**src/rtl/bufg_gt_ctrl_pkg.sv**
```systemverilog
// Shared types and widths for the BUFG_GT divide-change controller.
package bufg_gt_ctrl_pkg;

    localparam int TMR_W = 8;
    localparam int DIV_W = 3;

    typedef enum logic [2:0] {
        ST_INIT_CLR = 3'd0,
        ST_QUIESCE  = 3'd1,
        ST_CLEAR    = 3'd2,
        ST_SETTLE   = 3'd3,
        ST_ENABLE   = 3'd4,
        ST_IDLE     = 3'd5
    } state_t;

endpackage

```
**src/rtl/bufg_gt_ctrl_tmr.sv**
```systemverilog
// Loadable down-counter that holds at zero and flags it; times each controller phase.
module bufg_gt_ctrl_tmr
    import bufg_gt_ctrl_pkg::*;
#(
    parameter logic [TMR_W-1:0] RST_VAL = '0
) (
    input  logic             clk,
    input  logic             rst_n,
    input  logic             load,
    input  logic [TMR_W-1:0] load_val,
    output logic             zero
);

    logic [TMR_W-1:0] cnt;

    always_ff @(posedge clk or negedge rst_n) begin
        if (!rst_n) begin
            cnt <= RST_VAL;
        end else if (load) begin
            cnt <= load_val;
        end else if (cnt != '0) begin
            cnt <= cnt - TMR_W'(1);
        end
    end

    assign zero = (cnt == '0);

endmodule

```
**src/rtl/bufg_gt_div_ctrl.sv**
```systemverilog
// Sequences CE/CLR/DIV of a BUFG_GT so the divide ratio changes without runt clocks.
// Optional macro BUFG_GT_CTRL_PEND_EN: queue one request arriving while busy instead of dropping it.
module bufg_gt_div_ctrl
    import bufg_gt_ctrl_pkg::*;
#(
    parameter int               QUIESCE_CYCLES = 2,
    parameter int               CLR_CYCLES     = 4,
    parameter int               SETTLE_CYCLES  = 8,
    parameter logic [DIV_W-1:0] DIV_INIT       = 3'd0
) (
    input  logic             CLK,
    input  logic             RST_N,
    input  logic             REQ,
    input  logic [DIV_W-1:0] REQ_DIV,
    output logic             ACK,
    output logic             BUSY,
    output logic             REQ_DROP,
    output logic             GT_CE,
    output logic             GT_CLR,
    output logic [DIV_W-1:0] GT_DIV,
    output logic [DIV_W-1:0] CUR_DIV
);

    localparam logic [TMR_W-1:0] QUIESCE_LD = TMR_W'(QUIESCE_CYCLES - 1);
    localparam logic [TMR_W-1:0] CLR_LD     = TMR_W'(CLR_CYCLES - 1);
    localparam logic [TMR_W-1:0] SETTLE_LD  = TMR_W'(SETTLE_CYCLES - 1);

    state_t           state;
    state_t           state_nxt;
    logic             in_init;
    logic [DIV_W-1:0] cap_div;
    logic [DIV_W-1:0] next_div;
    logic             tmr_load;
    logic [TMR_W-1:0] tmr_val;
    logic             tmr_zero;
    logic             req_idle;
    logic             req_new;
    logic             req_same;
    logic             req_busy;
    logic             chain_new;
    logic             chain_same;
    logic             drop_nxt;

    assign req_idle = REQ && (state == ST_IDLE);
    assign req_new  = req_idle && (REQ_DIV != CUR_DIV);
    assign req_same = req_idle && (REQ_DIV == CUR_DIV);
    assign req_busy = REQ && (state != ST_IDLE);

`ifdef BUFG_GT_CTRL_PEND_EN
    logic             pend_vld;
    logic [DIV_W-1:0] pend_div;
    logic             eff_vld;
    logic [DIV_W-1:0] eff_div;

    // A request sampled in ENABLE itself is folded straight into the exit decision.
    assign eff_vld    = pend_vld || req_busy;
    assign eff_div    = req_busy ? REQ_DIV : pend_div;
    assign chain_new  = (state == ST_ENABLE) && eff_vld && (eff_div != CUR_DIV);
    assign chain_same = (state == ST_ENABLE) && eff_vld && (eff_div == CUR_DIV);
    assign next_div   = (state == ST_ENABLE) ? eff_div : REQ_DIV;
    assign drop_nxt   = req_busy && pend_vld;

    always_ff @(posedge CLK or negedge RST_N) begin
        if (!RST_N) begin
            pend_vld <= 1'b0;
        end else if (state == ST_ENABLE) begin
            pend_vld <= 1'b0;
        end else if (req_busy) begin
            pend_vld <= 1'b1;
        end
    end

    always_ff @(posedge CLK) begin
        if (req_busy && (state != ST_ENABLE)) begin
            pend_div <= REQ_DIV;
        end
    end
`else
    assign chain_new  = 1'b0;
    assign chain_same = 1'b0;
    assign next_div   = REQ_DIV;
    assign drop_nxt   = req_busy;
`endif

    bufg_gt_ctrl_tmr #(
        .RST_VAL (CLR_LD)
    ) u_tmr (
        .clk      (CLK),
        .rst_n    (RST_N),
        .load     (tmr_load),
        .load_val (tmr_val),
        .zero     (tmr_zero)
    );

    always_comb begin
        state_nxt = state;
        tmr_load  = 1'b0;
        tmr_val   = QUIESCE_LD;
        case (state)
            ST_INIT_CLR, ST_CLEAR: begin
                if (tmr_zero) begin
                    state_nxt = ST_SETTLE;
                    tmr_load  = 1'b1;
                    tmr_val   = SETTLE_LD;
                end
            end
            ST_QUIESCE: begin
                if (tmr_zero) begin
                    state_nxt = ST_CLEAR;
                    tmr_load  = 1'b1;
                    tmr_val   = CLR_LD;
                end
            end
            ST_SETTLE: begin
                if (tmr_zero) begin
                    state_nxt = ST_ENABLE;
                end
            end
            ST_ENABLE: begin
                if (chain_new) begin
                    state_nxt = ST_QUIESCE;
                    tmr_load  = 1'b1;
                end else begin
                    state_nxt = ST_IDLE;
                end
            end
            ST_IDLE: begin
                if (req_new) begin
                    state_nxt = ST_QUIESCE;
                    tmr_load  = 1'b1;
                end
            end
            default: begin
                state_nxt = ST_INIT_CLR;
                tmr_load  = 1'b1;
                tmr_val   = CLR_LD;
            end
        endcase
    end

    always_ff @(posedge CLK) begin
        if (req_new || chain_new) begin
            cap_div <= next_div;
        end
    end

    always_ff @(posedge CLK or negedge RST_N) begin
        if (!RST_N) begin
            state    <= ST_INIT_CLR;
            in_init  <= 1'b1;
            GT_CE    <= 1'b0;
            GT_CLR   <= 1'b1;
            GT_DIV   <= DIV_INIT;
            CUR_DIV  <= DIV_INIT;
            ACK      <= 1'b0;
            REQ_DROP <= 1'b0;
            BUSY     <= 1'b1;
        end else begin
            state    <= state_nxt;
            BUSY     <= (state_nxt != ST_IDLE);
            REQ_DROP <= drop_nxt;
            ACK      <= req_same || chain_same ||
                        ((state == ST_SETTLE) && (state_nxt == ST_ENABLE) && !in_init);
            if (state == ST_ENABLE) begin
                in_init <= 1'b0;
            end
            if (state_nxt == ST_QUIESCE) begin
                GT_CE <= 1'b0;
            end
            // The new divide code is presented only while the buffer is held in clear.
            if ((state == ST_QUIESCE) && (state_nxt == ST_CLEAR)) begin
                GT_CLR <= 1'b1;
                GT_DIV <= cap_div;
            end
            if (state_nxt == ST_SETTLE) begin
                GT_CLR <= 1'b0;
            end
            if ((state == ST_SETTLE) && (state_nxt == ST_ENABLE)) begin
                GT_CE <= 1'b1;
                if (!in_init) begin
                    CUR_DIV <= cap_div;
                end
            end
        end
    end

endmodule

```
**config.mk**
```make
export PLATFORM = sky130hd
export DESIGN_NAME = bufg_gt_div_ctrl
export DESIGN_NICKNAME = d
export VERILOG_FILES = /design/src/rtl/bufg_gt_ctrl_pkg.sv /design/src/rtl/bufg_gt_ctrl_tmr.sv /design/src/rtl/bufg_gt_div_ctrl.sv
export SDC_FILE = /design/constraint.sdc
export NUM_CORES = 1
export LEC_CHECK = 0
export CORE_MARGIN = 1
export CORE_UTILIZATION = 40
export DETAILED_ROUTE_END_ITERATION = 8
export GPL_ROUTABILITY_DRIVEN = 0
export SYNTH_ARGS = -nofsm -noshare
export SYNTH_HDL_FRONTEND = slang
export SYNTH_HIERARCHICAL = 1
export SYNTH_SLANG_ARGS = --single-unit
```
**constraint.sdc**
```tcl
create_clock -name CLK -period 2.8 [get_ports CLK]
set_input_delay 0.56 -clock CLK [delete_from_list [all_inputs] [get_ports CLK]]
set_output_delay 0.56 -clock CLK [all_outputs]
set_load 0.005 [all_outputs]
```
# Yosys cells after proc, flatten, opt, wreduce, memory -nomap -nowiden
# Cells that the tools add are included.
classes:
  reduce_logical: 20
  n_mux: 17
  n_bitwise: 1
  eq_ne: 13
  addsub: 1
op_table:
  columns: ["cell", "count"]
  rows:
  - ["$mux 8", 2]
  - ["$mux 3", 5]
  - ["$pmux 3 s5", 1]
  - ["$eq 3x2->1 const B", 4]
  - ["$eq 3x3->1 const B", 3]
  - ["$pmux 3 s3", 1]
  - ["$logic_not 8->1", 1]
  - ["$reduce_bool 8->1", 1]
  - ["$sub 8x1->8 const B", 1]
  - ["$logic_and 1x1->1", 7]
  - ["$eq 3x1->1 const B", 2]
  - ["$mux 1", 6]
  - ["$ne 3x3->1 const B", 2]
  - ["$reduce_bool 2->1", 3]
  - ["$reduce_or 3->1", 2]
  - ["$reduce_or 2->1", 2]
  - ["$eq 3x3->1", 1]
  - ["$logic_not 3->1", 1]
  - ["$ne 3x3->1", 1]
  - ["$pmux 1 s3", 1]
  - ["$mux 2", 1]
  - ["$reduce_and 2->1", 1]
  - ["$logic_not 1->1", 1]
  - ["$logic_or 1x1->1", 1]
  - ["$not 1->1", 1]
word_totals:
  ff_bits: 26
  inputBits: 6
  output_inout_bits: 11
  word_cells: 63

# Depth between registers and ports, before layout
# Gate-level depths: netlist of run 1.
depth:
  depth_word: 9
  ltp_mapped: 11
  mapped_depth_nobuf: 9

# Modules after synthesis
# The synthesis of run 1 kept the hierarchy.
modules_own_cells:
  columns: ["mod", "seq_area_each_um2", "area_each_um2", "n_inst", "cells_per_inst"]
  rows:
  - ["bufg_gt_div_ctrl", 469.2, 858.3, 1, 64]
  - ["bufg_gt_ctrl_tmr", 202.7, 479.2, 1, 54]

# Worst setup path after synthesis of run 1
# Ideal clock, no wire load.
synth_path:
  path_kind: "flip-flop to flip-flop"
  startpoint: "register u_tmr.cnt[0]"
  endpoint: "register u_tmr.cnt[4]"
  synth_period_minus_slack_ns: 2.361
  setup_ns: 0.079
  slack_ns: 0.439
  path_stages_with_launch: 12
  n_path_buf: 3
  arrival_time_ns: 2.282
  t_required_ns: 2.721
  cell_sequence: "dfstp_2 inv_1 ha_1 or3b_1 clkbuf_2 nor2_1 buf_4 a21oi_1 o21bai_1 dlygate4sd1_1 a21oi_1 a2bb2oi_1"
synth_via:
  elab_chain_cells: 4
  word_cells_on_any_way: 8
  classes_between: "add/sub: 1; mux: 4; reduce/logical: 3"
synth_lines:
  columns: ["element", "line_no", "source"]
  rows:
  - ["from (decl)", "bufg_gt_ctrl_tmr.sv:14", "logic [TMR_W-1:0] cnt;"]
  - ["from (signal assigned)", "bufg_gt_ctrl_tmr.sv:20", "cnt <= load_val;"]
  - ["from (signal assigned)", "bufg_gt_ctrl_tmr.sv:22", "cnt <= cnt - TMR_W'(1);"]
  - ["$logic_not 8->1 *", "bufg_gt_ctrl_tmr.sv:26", "assign zero = (cnt == '0);"]
  - ["net tmr_zero", "bufg_gt_div_ctrl.sv:35", "logic tmr_zero;"]
  - ["$mux 1 *", "bufg_gt_div_ctrl.sv:101, bufg_gt_div_ctrl.sv:108", null]
  - ["$pmux 1 s3 *", "bufg_gt_div_ctrl.sv:99", "case (state)"]
  - ["net tmr_load", "bufg_gt_div_ctrl.sv:33", "logic tmr_load;"]
  - ["$mux 8 / $reduce_bool 2->1 (equally long branches)", null, null]
# The timed path passes the listed nets; every way through them passes the cells marked *. The select of a mux whose other input is x is not followed.
# A chain may end at the register's enable or synchronous reset.

# Final worst setup path of run 1
layout_path:
  startpoint: "register u_tmr.cnt[0]"
  endpoint: "register u_tmr.cnt[5]"
# Same word-level chain as after synthesis.

==> run summary, run 1 <==
Tcrit/Tclk final: 88.2%
main area contributors after synthesis: dfrtp_1 34%, dfstp_2 9.8%, edfxtp_1 6.7%
Mapped Area: 1340 um^2
routed vias: 968
CP endpoint kind: flop
Yosys reg bits: 26
largest net degree at the start of global routing: 24
max-cap violations: 0
full die area: 3580 um^2
clk_lat worst skew: 330 ps
GRT overflow: 0
Post-Syn Area per Cell: 11.3 um^2
drt total wl: 2580 um
setup ws final: 331 ps
Register Area: 672 um^2
multi-input logic area: 618 um^2
Cell Rows: 20
Achievable Freq: 0.405 GHz
Die W: 59.8 um
design area: 1610 um^2
worst vdd ir: 0.489 mV
drt first-iter violations: 45
status: finished, final reports clean
tightest hold margin: 500 ps
synth cell count leaders: 18 x dfrtp_1, 9 x nor2_1, 7 x a21oi_1, 7 x nand2_1
total CTS buffers: 3
Port Buf Inserts: 16
fraction of layout cells with a size suffix above 1: 17.7%
Worst EP arrival: 2700 ps
Initial Utilization: 43.1%
mean routed wirelength per cell: 13.9 um
hold_buf cts: 0
TritonCTS sink count: 26
number of synthesized flops with an enable pin: 3
fin nets: 149
DRC: 0
Hold Fails Final Rpt: 0
Syn Inst Count: 118
Total GRT Usage: 16.8%
Critical Path Source Type: flop
pwr dens: 829 nW/um^2
number of global-route vias before repair: 977
wire length on met2: 1220 um
top sig layer: met4
critical-path maximum fanout: 12
Synth Flop Type: dfrtp_1
slowest cell on the critical path: or3b_1
Total Power: 0.00133 W
FILL cells: 308
Slew @ Worst Pin: 553 ps
WP buf/inv: 2
Synth Warn #: 6
post-CTS sizing: 0
P_leak: 0.636 nW
pre-CTS setup slack: 363 ps
Layout area overhead: 20.1%
CTS tree: done
First-pass DRT Iterations: 4
asr flop ratio synth: 88.5%
antenna viol nets, final: 0
Final Critical Period: 2470 ps
crit path kind: reg -> reg
routed length on met3: 84 um
postcts setup bufs: 0
Largest stage delay, worst path: 470 ps
Clock Tree Buf Depth: 2
CP top delay family: simple AND/OR/NAND/NOR gates
part of the Yosys area used for sequential elements: 50.2%
Core Footprint: 3100 um^2
CP required: 3030 ps
Worst Skew: 4.68 ps
Synth area leader: dfrtp_1
Final HPWL DP: 1850 um
initial antenna violation count: 0
Netlist cell types: 46
Worst Hold Class: reg -> reg
# H-tree levels: 1
slew margin rel.: 62.8%
setup TNS: 0 ps
first-pass GRT wire length: 4430 um
endpoints failing setup: 0
ANT cells: 0
# IOs: 17
Placed Area: 1550 um^2
Via density: 5.23
Synth top area share: 33.7%
crit path cell chain: inv_1, ha_1, or3b_1, nor2_1, a21oi_1, o21bai_1, buf_4, a21oi_1, a221oi_1
RSZ-0062 raised after global routing: no
Clock Root Buffer: clkbuf_4
Worst-path clk slew: 150 ps
met1 WL: 1240 um
CP dominant cell by count: a21oi_1
Final Max Slew Viols: 0
chip height: 59.8 um
most frequent cell after synthesis: dfrtp_1
## cells by family after synthesis
logic type	share of synthesized area, %
compound gates	13.9
fa+ha+maj	0.935
other cells	0.561
buf+inv	4.68
mux	7.95
simple gates	18.4
flops	50.2
xor+xnor	3.27
## flip-flops by register name (all words and copies together), names as in the netlist
name       count
GT_CE          1
ACK            1
BUSY           1
u_tmr/cnt      8
in_init        1
GT_DIV         3
REQ_DROP       1
state          3
CUR_DIV        3
cap_div        3
GT_CLR         1
## routing by layer
| metal | track usage (%) | up-vias |
|---|---|---|
| met2 | 27.5 | 17 |
| met5 | 0 | - |
| met4 | 6.31 | 0 |
| met1 | 21.3 | 476 |
| li1 | - | 471 |
| met3 | 4.33 | 4 |
## final timing paths
check,startpoint,end,slack (ps),cells past startpoint
worst max-delay path,u_tmr/cnt[0]$_DFFE_PN1P_,u_tmr/cnt[5]$_DFFE_PN0P_,330,9
worst min-delay path,in_init$_DFFE_PN1N_,in_init$_DFFE_PN1N_,500,1
max in group asynchronous,RST_N,GT_CLR$_DFFE_PN1P_,1970,2
worst max register to register,u_tmr/cnt[0]$_DFFE_PN1P_,u_tmr/cnt[5]$_DFFE_PN0P_,330,9
worst min register to register,in_init$_DFFE_PN1N_,in_init$_DFFE_PN1N_,500,1
min in group asynchronous,RST_N,u_tmr/cnt[2]$_DFFE_PN0P_,560,2
## cells in the final DEF (no fill, tap or decap), types with 2 or more instances in the layout
master and instances:
dfrtp_1 18, clkdlybuf4s50_1 16, nor2_1 9, a21oi_1 7, nand2_1 7, conb_1 6, dfstp_2 5, xnor2_1 5
mux2_4 5, inv_1 4, nor3_1 4, buf_4 4, o21ai_0 3, nand3_1 3, edfxtp_1 3, clkbuf_4 3
o31ai_1 3, nand2b_1 2, mux2i_1 2, o22ai_1 2, a31oi_1 2, or3b_1 2, or4_1 2, nor4_1 2
## layout make-up
cell class / count / share of cell area, %
clock buffer: 3 / 1.40
clock inverter: 1 / 1.87
inverter: 5 / 1.17
multi-input combinational: 86 / 38.5
sequential: 26 / 41.8
tap: 44 / 3.43
timing repair buffer: 20 / 11.8
## worst register-to-register path, cell delays in order (launching register included)
cell and delay (ps):
dfstp_2 410, inv_1 70, ha_1 220, or3b_1 470
nor2_1 300, a21oi_1 130, o21bai_1 180, buf_4 210
a21oi_1 60, a221oi_1 310
## report_power, final
part | leakage [nW] | total (W) | internal (W) | switching, W
sequential | 0.311 | 0.000642 | 0.000498 | 0.000144
clock | 0.0279 | 0.000264 | 0.000145 | 0.000119
combinational | 0.296 | 0.000427 | 0.000214 | 0.000212
total | 0.636 | 0.00133 | 0.000857 | 0.000475
## through the flow
step                util (%)  cells
global placement        50.1    181
global route            51.8    185
CTS                     51.8    185
finish                  51.8    185
detailed placement      50.1    181
floorplan                  -    122
(Power assumes the default switching activity.)
==> run 2: changes to the inputs <==
--- a/config.mk
+++ b/config.mk
@@ -6,9 +6,10 @@
 export NUM_CORES = 1
 export LEC_CHECK = 0
 export CORE_MARGIN = 1
-export CORE_UTILIZATION = 40
+export CORE_UTILIZATION = 54
 export DETAILED_ROUTE_END_ITERATION = 8
 export GPL_ROUTABILITY_DRIVEN = 0
+export PLACE_DENSITY = 0.78
 export SYNTH_ARGS = -nofsm -noshare
 export SYNTH_HDL_FRONTEND = slang
 export SYNTH_HIERARCHICAL = 1
==> run 2 against run 1 <==
Effect of this change:
- non-clock buffer count did not move
- clock power is 27% lower
- utilization is 17 points higher
- final area fell by 2.3%
- final cell count is 8.6% lower
==> run summary, run 2 (synthesis results as in run 1) <==
DRC: 0
combinational power share: 34.0%
TritonCTS sink count: 26
CP top delay family: simple AND/OR/NAND/NOR gates
Worst Skew: 4.77 ps
full die area: 2680 um^2
Flop pwr share: 50.9%
Hold Fails Final Rpt: 0
worst vdd ir: 0.472 mV
Final Critical Period: 2430 ps
post-CTS sizing: 0
Reg2Reg Setup Slack: 370 ps
Placed Area: 1530 um^2
most frequent cells in the layout: 18 x dfrtp_1, 16 x clkdlybuf4s50_1, 9 x nor2_1
fraction of layout cells with a size suffix above 1: 17.7%
hold depth: 1
antenna viol nets, final: 0
Initial Utilization: 58.8%
Largest stage delay, worst path: 460 ps
Clock Root Buffer: clkbuf_4
Cell Rows: 17
Final Max Slew Viols: 0
routed vias: 963
hold_buf cts: 0
WP buf/inv: 2
Clock Tree Buf Depth: 2
Port Buf Inserts: 16
drt first-iter violations: 32
most common cell after layout, fill and taps aside: dfrtp_1
Core Footprint: 2280 um^2
Worst-path clk slew: 140 ps
CP required: 3020 ps
Switch Pwr: 0.000474 W
First-pass DRT Iterations: 4
Internal: 0.000792 W
largest net degree at the start of global routing: 24
chip height: 51.8 um
P_leak: 0.629 nW
RSZ-0062 raised after global routing: no
Layout area overhead: 17.4%
Total GRT Usage: 22.6%
postcts setup bufs: 0
hold endpoint: in_init$_DFFE_PN1N_
max FFs per register: 8
status: finished, final reports clean
Reg-to-Reg Start: u_tmr/cnt[0]$_DFFE_PN1P_
setup ws final: 369 ps
crit path kind: reg -> reg
ANT cells: 0
Top reg by flops: u_tmr/cnt
reg-to-reg endpoint: GT_DIV[1]$_DFFE_PN0P_
fin nets: 149
GRT overflow: 0
Worst EP arrival: 2650 ps
hold path start: in_init$_DFFE_PN1N_
Critical Path Source Type: flop
fin util: 69.0%
total CTS buffers: 3
# H-tree levels: 1
max-cap violations: 0
Final HPWL DP: 1880 um
Achievable Freq: 0.411 GHz
r2r worst-path depth: 8
slowest cell on the critical path: or3b_1
slew margin rel.: 66.8%
endpoints failing setup: 0
design area: 1570 um^2
number of global-route vias before repair: 924
crit path cell chain: inv_1, ha_1, or3b_1, nor2_1, buf_4, nand2b_4, nor3_4, mux2_1
critical-path maximum fanout: 7
Die W: 51.8 um
drt total wl: 2540 um
CP endpoint kind: flop
CTS tree: done
initial antenna violation count: 0
Net Sw Frac: 37.4%
Tcrit/Tclk final: 86.8%
first-pass GRT wire length: 4270 um
pre-CTS setup slack: 408 ps
setup TNS: 0 ps
Slew @ Worst Pin: 493 ps
mean routed wirelength per cell: 15.0 um
Worst Hold Class: reg -> reg
clk_lat worst skew: 330 ps
# IOs: 17
Clock power frac: 15.2%
pwr dens: 806 nW/um^2
Via density: 5.70
[run 2: cell types whose count changed in the layout (fill, tap and decap cells not counted)]
cell,before,now
bufinv_16,1,0
clkbuf_8,0,1
[run 2: stage by stage]
stage                     std cells  total power, W  hold slack, ps
after CTS                       169         0.00126             504
after global placement          165         0.00106             467
after floorplan                 122        0.000945             264
after detailed placement        165         0.00107             483
final                           169         0.00127             501
after global routing            169         0.00135             515
[run 2: power groups by stage]
stage	clock (W)	combinational, W	sequential, W
6_report	0.000192	0.000430	0.000644
2_1_floorplan	0	0.000358	0.000588
3_3_place_gp	0	0.000418	0.000638
4_1_cts	0.000196	0.000426	0.000639
5_1_grt	0.000214	0.000480	0.000660
3_5_place_dp	0	0.000428	0.000644
[run 2: worst reg2reg max path, cell delays in order, from the launching register on]
cell and delay, ps:
dfstp_2 420, inv_1 90, ha_1 230, or3b_1 460, nor2_1 220, buf_4 210
nand2b_4 90, nor3_4 230, mux2_1 370
[run 2: worst max-delay path by stage]
stage / depth (start not counted) / slack [ps] / startpoint / end
6_report: 8 / 370 / u_tmr/cnt[0]$_DFFE_PN1P_ / GT_DIV[1]$_DFFE_PN0P_
5_1_grt: 8 / 260 / u_tmr/cnt[0]$_DFFE_PN1P_ / GT_DIV[1]$_DFFE_PN0P_
4_1_cts: 8 / 370 / u_tmr/cnt[0]$_DFFE_PN1P_ / GT_DIV[1]$_DFFE_PN0P_
3_5_place_dp: 8 / 410 / u_tmr/cnt[0]$_DFFE_PN1P_ / GT_DIV[1]$_DFFE_PN0P_
3_3_place_gp: 8 / 520 / u_tmr/cnt[0]$_DFFE_PN1P_ / GT_DIV[1]$_DFFE_PN0P_
2_1_floorplan: 11 / 440 / u_tmr/cnt[0]$_DFFE_PN1P_ / u_tmr/cnt[4]$_DFFE_PN0P_
[run 2: cell type report]
cell class / instances / area (um^2)
Inverter: 5 / 18.8
Clock buffer: 4 / 36.3
Multi-Input combinational cell: 86 / 618
Fill cell: 172 / 706
Tap cell: 28 / 35.0
Timing Repair Buffer: 20 / 190
Sequential cell: 26 / 672
[run 2: metal layers]
metal | up-vias | part of all wire [%] | track usage (%)
met2 | 24 | 45 | 32.0
met1 | 458 | 49 | 33.3
li1 | 475 | - | -
met4 | 0 | 2.6 | 13.1
met3 | 6 | 3.2 | 2.63
met5 | - | 0 | 0
